--- src/rtl/sipo_capture.sv ---
// Serial-in, parallel-out capture: assembles WIDTH serial bits into a word and
// presents it on a one-deep valid/ready output register with a sticky overrun flag.
module sipo_capture #(
    parameter int WIDTH     = 8,
    parameter bit MSB_FIRST = 1'b1
) (
    input  logic             clk,
    input  logic             rst,
    input  logic             sclr,
    input  logic             din,
    input  logic             din_en,
    output logic [WIDTH-1:0] dout,
    output logic             dout_valid,
    input  logic             dout_ready,
    output logic             overrun
);

    localparam int CW = (WIDTH > 2) ? $clog2(WIDTH) : 1;
    localparam logic [CW-1:0] CNT_LAST = CW'(WIDTH - 1);

    logic [WIDTH-1:0] sr;
    logic [WIDTH-1:0] sr_next;
    logic [CW-1:0]    cnt;
    logic             complete;
    logic             pop;
    logic             load;

    generate
        if (MSB_FIRST) begin : g_msb_first
            assign sr_next = {sr[WIDTH-2:0], din};
        end else begin : g_lsb_first
            assign sr_next = {din, sr[WIDTH-1:1]};
        end
    endgenerate

    // Handshake: a word transfers on any edge where dout_valid=1 and dout_ready=1;
    // dout_valid never depends on dout_ready, and dout is stable while valid and not ready.
    assign complete = din_en && (cnt == CNT_LAST);
    assign pop      = dout_valid && dout_ready;
    assign load     = complete && (!dout_valid || dout_ready);

    always_ff @(posedge clk or negedge rst) begin
        if (!rst) begin
            sr         <= '0;
            cnt        <= '0;
            dout       <= '0;
            dout_valid <= 1'b0;
            overrun    <= 1'b0;
        end else if (sclr) begin
            sr         <= '0;
            cnt        <= '0;
            dout       <= '0;
            dout_valid <= 1'b0;
            overrun    <= 1'b0;
        end else begin
            if (din_en) begin
                sr  <= sr_next;
                cnt <= complete ? '0 : cnt + CW'(1);
            end
            // A completed word loads in the same edge it finishes; a full, stalled
            // output register drops it and raises the sticky overrun flag.
            if (load) begin
                dout       <= sr_next;
                dout_valid <= 1'b1;
            end else if (complete) begin
                overrun <= 1'b1;
            end else if (pop) begin
                dout_valid <= 1'b0;
            end
        end
    end

endmodule

--- config.mk ---
export PLATFORM = sky130hd
export DESIGN_NAME = sipo_capture
export DESIGN_NICKNAME = d
export VERILOG_FILES = /design/src/rtl/sipo_capture.sv
export SDC_FILE = /design/constraint.sdc
export NUM_CORES = 1
export LEC_CHECK = 0
export CAP_MARGIN = 25
export CORE_ASPECT_RATIO = 2
export CORE_UTILIZATION = 35
export CTS_BUF_LIST = sky130_fd_sc_hd__clkbuf_4
export DETAILED_ROUTE_END_ITERATION = 8
export MAX_ROUTING_LAYER = met4
export SLEW_MARGIN = 0
export SYNTH_ARGS = -nofsm -noshare
export SYNTH_HDL_FRONTEND = slang
export SYNTH_SLANG_ARGS = --single-unit
--- constraint.sdc ---
create_clock -name clk -period 1.24 [get_ports clk]
set_input_delay 0.248 -clock clk [delete_from_list [all_inputs] [get_ports clk]]
set_output_delay 0.248 -clock clk [all_outputs]
set_load 0.01 [all_outputs]
; ---- Word level (Yosys, flattened, before mapping)
; Cells that the tools add are included.
[totals]
register_bits = 20
input_bits = 6
output_inout_bits = 10
elab_cells = 34
[op_classes]
n_addsub = 1
eq_ne = 3
n_mux = 14
reduce_logical = 11
[op_table]
columns = cell, count
row1 = two-way mux 8 bit, 2
row2 = two-way mux 7 bit, 2
row3 = two-way mux 3 bit, 3
row4 = two-way mux 1 bit, 7
row5 = nonzero test 2 bit, 3
row6 = AND reduction 2 bit, 2
row7 = adder 3 x 1 -> 3 bit (second input constant), 1
row8 = equality test 3 bit (second input constant), 1
row9 = logical AND 1 bit, 3
row10 = inequality test 3 x 2 -> 1 bit (second input constant), 1
row11 = nonzero test 3 bit, 1
row12 = inequality test 2 bit (second input constant), 1
row13 = zero test 1 bit, 1
row14 = logical OR 1 bit, 1

; ---- Longest topological paths before layout
; Gate-level depths: netlist of the first run.
[depth]
word_depth = 5
ltp_mapped = 5
mapped_depth_nobuf = 5

; ---- Worst setup path after synthesis of the first run
; OpenSTA, ideal clock, no wires.
[synth_timing]
kind = register to register
start = reg cnt[0]
end = reg dout[0]
setup_time_ps = 79
arrival_time_ps = 1145
required_ps = 1161
setup_slack_ps = 16
path_stages_with_launch = 6
n_path_buf = 0
synth_period_minus_slack_ps = 1224
path_cell_list = dfrtp_1 > ha_1 > ha_1 > nand2_2 > nor2_8 > mux2i_1
[synth_via]
elab_chain_len = 4
[synth_rtl]
columns = item, line
row1 = "start, declared", 23  ; logic [CW-1:0] cnt;
row2 = "start signal, assigned", 58  ; cnt <= complete ? '0 : cnt + CW'(1);
row3 = equality test 3 bit, 38  ; assign complete = din_en && (cnt == CNT_LAST);
row4 = logical AND 1 bit, 38
row5 = logical AND 1 bit, 40  ; assign load = complete && (!dout_valid || dout_ready);
row6 = nonzero test 2 bit (no source line), -
row7 = "end signal, assigned", 63  ; dout <= sr_next;
row8 = "end, declared", 12  ; output logic [WIDTH-1:0] dout,
; No other way between the ends.
; A chain may end at the register's enable or synchronous reset.

; ---- Worst setup path after layout of the first run
[layout_timing]
start = reg cnt[0]
end = reg overrun
[layout_via]
elab_chain_len = 5
elab_cells_between_ends = 6
cone_classes = 2 x eq/ne / 4 x reduce/logical
[layout_rtl]
columns = item, line
row1 = equality test 3 bit (*), 38
row2 = logical AND 1 bit (*), 38
row3 = logical AND 1 bit, 40
row4 = inequality test 2 bit (no source line), -
row5 = AND reduction 2 bit (no source line) (*), -
row6 = "end signal, assigned", 48  ; overrun <= 1'b0;
row7 = "end signal, assigned", 54  ; overrun <= 1'b0;
row8 = "end signal, assigned", 66  ; overrun <= 1'b1;
row9 = "end, declared", 15  ; output logic overrun
; Mark *: on every way between the ends. The rest lies on a longest branch, timed or not.

==> results summary, run 1 <==
The time the final worst path needs with I/O delays and setup is roughly 1.3 ns. The later pin in the worst-skew pair is clocked with a latency of ~0.29 ns. The sequential area share after synthesis came out at 53.6%.

At the placement stage, the worst setup path has a slack of -0.215 ns. The effective utilization at floorplan came out at between 30% and 40%. The worst setup path is launched from a flop. For this run, design rule violations remaining after detail routing come to 0. The multi-input logic area came out at roughly 430 um2. The total of hold buffers inserted after clock tree synthesis came out at 0. In this run the critical register-to-register path is launched from cnt[0]$_DFFE_PN0P_.

Pin placement for this block handled 16 I/O pins. The aggregate routed wire length came out at 1740 um. The clock tree from TritonCTS is yes. In this run the tightest slew margin relative to its limit is between 80% and 90%.

The total power of the final layout came out at approximately 1.1 mW. The total core area came out at approximately 2500 um2. Counting distinct cell types in the post-synthesis netlist gives 16. In the global route stage, overall resource usage came out at between 10% and 20%. The worst register-to-register path ends at overrun$_DFFE_PN0P_. The initial antenna violation count is 0. The detailed-router iteration count before antenna repair came out at 2. From synthesis to final layout, the design area changed by 34.0%. The run finished, with violations left.

In the final timing run, aggregate negative setup slack is -0.152 ns. After routing the design area is 1250 um2. The post-synthesis cell count is 80. The checks that failed: negative setup slack. TritonCTS created 3 clock buffers. The total overflow left after global routing is 0. Setup violations remaining at the end of the flow were counted as 7. The total die area came out at approximately 2900 um2. In the post-route analysis, the smallest setup slack over all paths is -0.0717 ns. The total number of nets in the final design is between 100 and 150. For this block, the via count after detailed routing is between 600 and 700. The sink count of the clock tree came out at 20. The placement-stage cell area came out at between 1000 and 1500 um2.

The achievable clock frequency is between 700 and 800 MHz. The power per cell area came out at roughly 860 nW/um2. The flop and latch count out of synthesis is 20. The number of levels in the clock H-tree is 1.

The classification of the worst-slack hold path is in -> async. The initial DRC count came out at 20. The synthesized netlist occupies a cell area of between 900 and 1000 um2.

The top cell types in the final layout, fill and taps aside, are 20 x sky130_fd_sc_hd__dfrtp_1, 16 x sky130_fd_sc_hd__mux2i_1, 16 x sky130_fd_sc_hd__nand2b_1, 12 x sky130_fd_sc_hd__buf_4, 11 x sky130_fd_sc_hd__nor2_1. The final cycle utilization of the critical path came out at 106%. The highest net fanout along the worst path came out at 3. The standard-cell row count is 26. The number of hold violations in the final report is 0. Registers take roughly 500 um2. The half-perimeter wire length of the detailed placement result came out at roughly 1300 um. The peak supply drop came out at ~0.00056 V. The largest net degree at the start of global routing is 23. At the worst endpoint, the required time is 1.43 ns. The fraction of final layout cells sized beyond drive strength 1 is approximately 21%. The total leakage power is 0.585 nW. The clock arrives with about 0.0012 ns of skew. The length in cells of the worst reg-to-reg path came out at 6.

The setup check on the worst reg-to-reg path leaves a slack of -0.07 ns. Setup repair after global routing could not meet its margin everywhere. The library cell used most frequently in the layout, excluding fill and tap cells, is sky130_fd_sc_hd__dfrtp_1. Across the run, the number of max-cap violations was 0. The post-synthesis net count is roughly 90. The per-cell via count in the routed design came out at 4.95. The clock passes through at most 2 buffers.

The number of filler cells placed in the layout came out at approximately 240. The cell sitting at the root of the clock tree is a sky130_fd_sc_hd__clkbuf_4. The via count of the first global-routing pass is 650. The arrival time at the worst endpoint came out at 1.50 ns. The number of inserted diodes is 0.

A synthesized cell averages around 12 um2. The number of buffers added on ports came out at 15. The measured slew at the worst slew-check pin is 0.252 ns. The floorplan step set the die width to approximately 39 um. The global-route wire length before repair is roughly 2800 um.

The number of max-slew violations in the final report came out at 0. The count of antenna-violating nets left after detailed routing came out at 0. The worst setup path is of the reg -> reg kind. The total number of yosys warnings came out at 0. The y dimension of the die came out at around 75 um. The weighted congestion at the end of routability-driven global placement is approximately 0.69. Dividing the detail-routed wire length by the instance count gives approximately 13 um. The final-layout worst hold slack came out at roughly 0.27 ns.

The clock input transition at the sequential cells of the worst setup and hold paths came out at about 0.10 ns. The worst setup path is captured at a flop.
==> cell usage after synthesis <==
master	n	share of area (%)
sky130_fd_sc_hd__nor3b_1	1	0.80
sky130_fd_sc_hd__a31oi_1	1	0.67
sky130_fd_sc_hd__nand2_1	1	0.40
sky130_fd_sc_hd__nand3b_1	1	0.80
sky130_fd_sc_hd__ha_1	2	2.7
sky130_fd_sc_hd__nand2b_1	16	11
sky130_fd_sc_hd__inv_1	1	0.40
sky130_fd_sc_hd__nor2_1	11	4.4
sky130_fd_sc_hd__and2b_4	1	1.1
sky130_fd_sc_hd__mux2i_1	16	17
sky130_fd_sc_hd__nor2_8	1	2.1
sky130_fd_sc_hd__nand2_2	1	0.67
sky130_fd_sc_hd__a21oi_1	3	1.6
sky130_fd_sc_hd__buf_6	1	1.2
sky130_fd_sc_hd__buf_2	3	1.6
sky130_fd_sc_hd__dfrtp_1	20	54
==> worst max-delay path, stage by stage, from the launching register on <==
cell                      delay [ns]
sky130_fd_sc_hd__dfrtp_1        0.40
sky130_fd_sc_hd__ha_2           0.20
sky130_fd_sc_hd__ha_4           0.17
sky130_fd_sc_hd__buf_4          0.14
sky130_fd_sc_hd__buf_4          0.13
sky130_fd_sc_hd__a31oi_1        0.12
sky130_fd_sc_hd__nor2_1         0.06
==> state kept, by name (all words and copies together), names as in the netlist <==
| name | flops |
|---|---|
| dout | 8 |
| overrun | 1 |
| dout_valid | 1 |
| cnt | 3 |
| sr | 7 |
==> area by class of cell <==
cell class	instances	share of cell area, %
clock buffers	3	1.80
inverters	1	0.300
multi-input cells	55	34.5
flip-flops and latches	20	40.0
well taps	28	2.80
repair buffers	28	20.6
==> layer usage <==
metal / vias to the layer above / global-route usage (%) / part of all wire (%)
met2: 11 / 25.7 / 56
met1: 333 / 14.3 / 40
met4: 0 / 8.05 / 2.6
met5: - / - / 0
li1: 319 / - / -
met3: 5 / 1.77 / 2.0
==> report_power, final <==
part | internal [mW] | switching, mW | leakage (nW) | total (mW)
clock | 0.113 | 0.185 | 0.0138 | 0.298
combinational | 0.0575 | 0.0487 | 0.294 | 0.106
sequential | 0.661 | 0.00622 | 0.277 | 0.667
total | 0.831 | 0.240 | 0.585 | 1.07
==> cell families after synthesis <==
kind of cell	count (synthesis)	synth area share (%)
adders and majority gates	2	2.68
AOI/OAI and AO/OA	4	2.28
muxes	16	17.2
and+or+nand+nor	33	21.0
DFF	20	53.6
buffers and inverters	5	3.22
==> per-stage QoR <==
step	std cells	utilization [%]
3_5_place_dp	127	45.9
6_report	135	49.3
4_1_cts	131	47.5
5_1_grt	135	49.3
3_3_place_gp	127	45.9
2_1_floorplan	80	-
==> how the worst max path moves through the flow <==
stage,start,to,slack [ns],depth (start not counted)
global route,cnt[0]$_DFFE_PN0P_,overrun$_DFFE_PN0P_,-0.11,6
finish,cnt[0]$_DFFE_PN0P_,overrun$_DFFE_PN0P_,-0.07,6
floorplan,cnt[0]$_DFFE_PN0P_,dout[0]$_DFFE_PN0P_,0.02,5
global placement,dout_ready,dout[0]$_DFFE_PN0P_,-0.18,4
detailed placement,dout_ready,dout[1]$_DFFE_PN0P_,-0.21,4
CTS,cnt[0]$_DFFE_PN0P_,overrun$_DFFE_PN0P_,-0.07,6
==> timing repair <==
item	in CTS	in global routing
gates cloned	0	0
pin swaps	2	1
setup endpoints to repair	21	19
gates resized for setup	16	8
setup buffers	1	4
(Power assumes the default switching activity.)
==> run 2: changes to the inputs <==
--- a/config.mk
+++ b/config.mk
@@ -10,6 +10,7 @@
 export CORE_UTILIZATION = 35
 export CTS_BUF_LIST = sky130_fd_sc_hd__clkbuf_4
 export DETAILED_ROUTE_END_ITERATION = 8
+export HOLD_SLACK_MARGIN = 0.02
 export MAX_ROUTING_LAYER = met4
 export SLEW_MARGIN = 0
 export SYNTH_ARGS = -nofsm -noshare
==> results of run 2 <==
No change in the layout: final DEF, timing and power equal those of run 1.
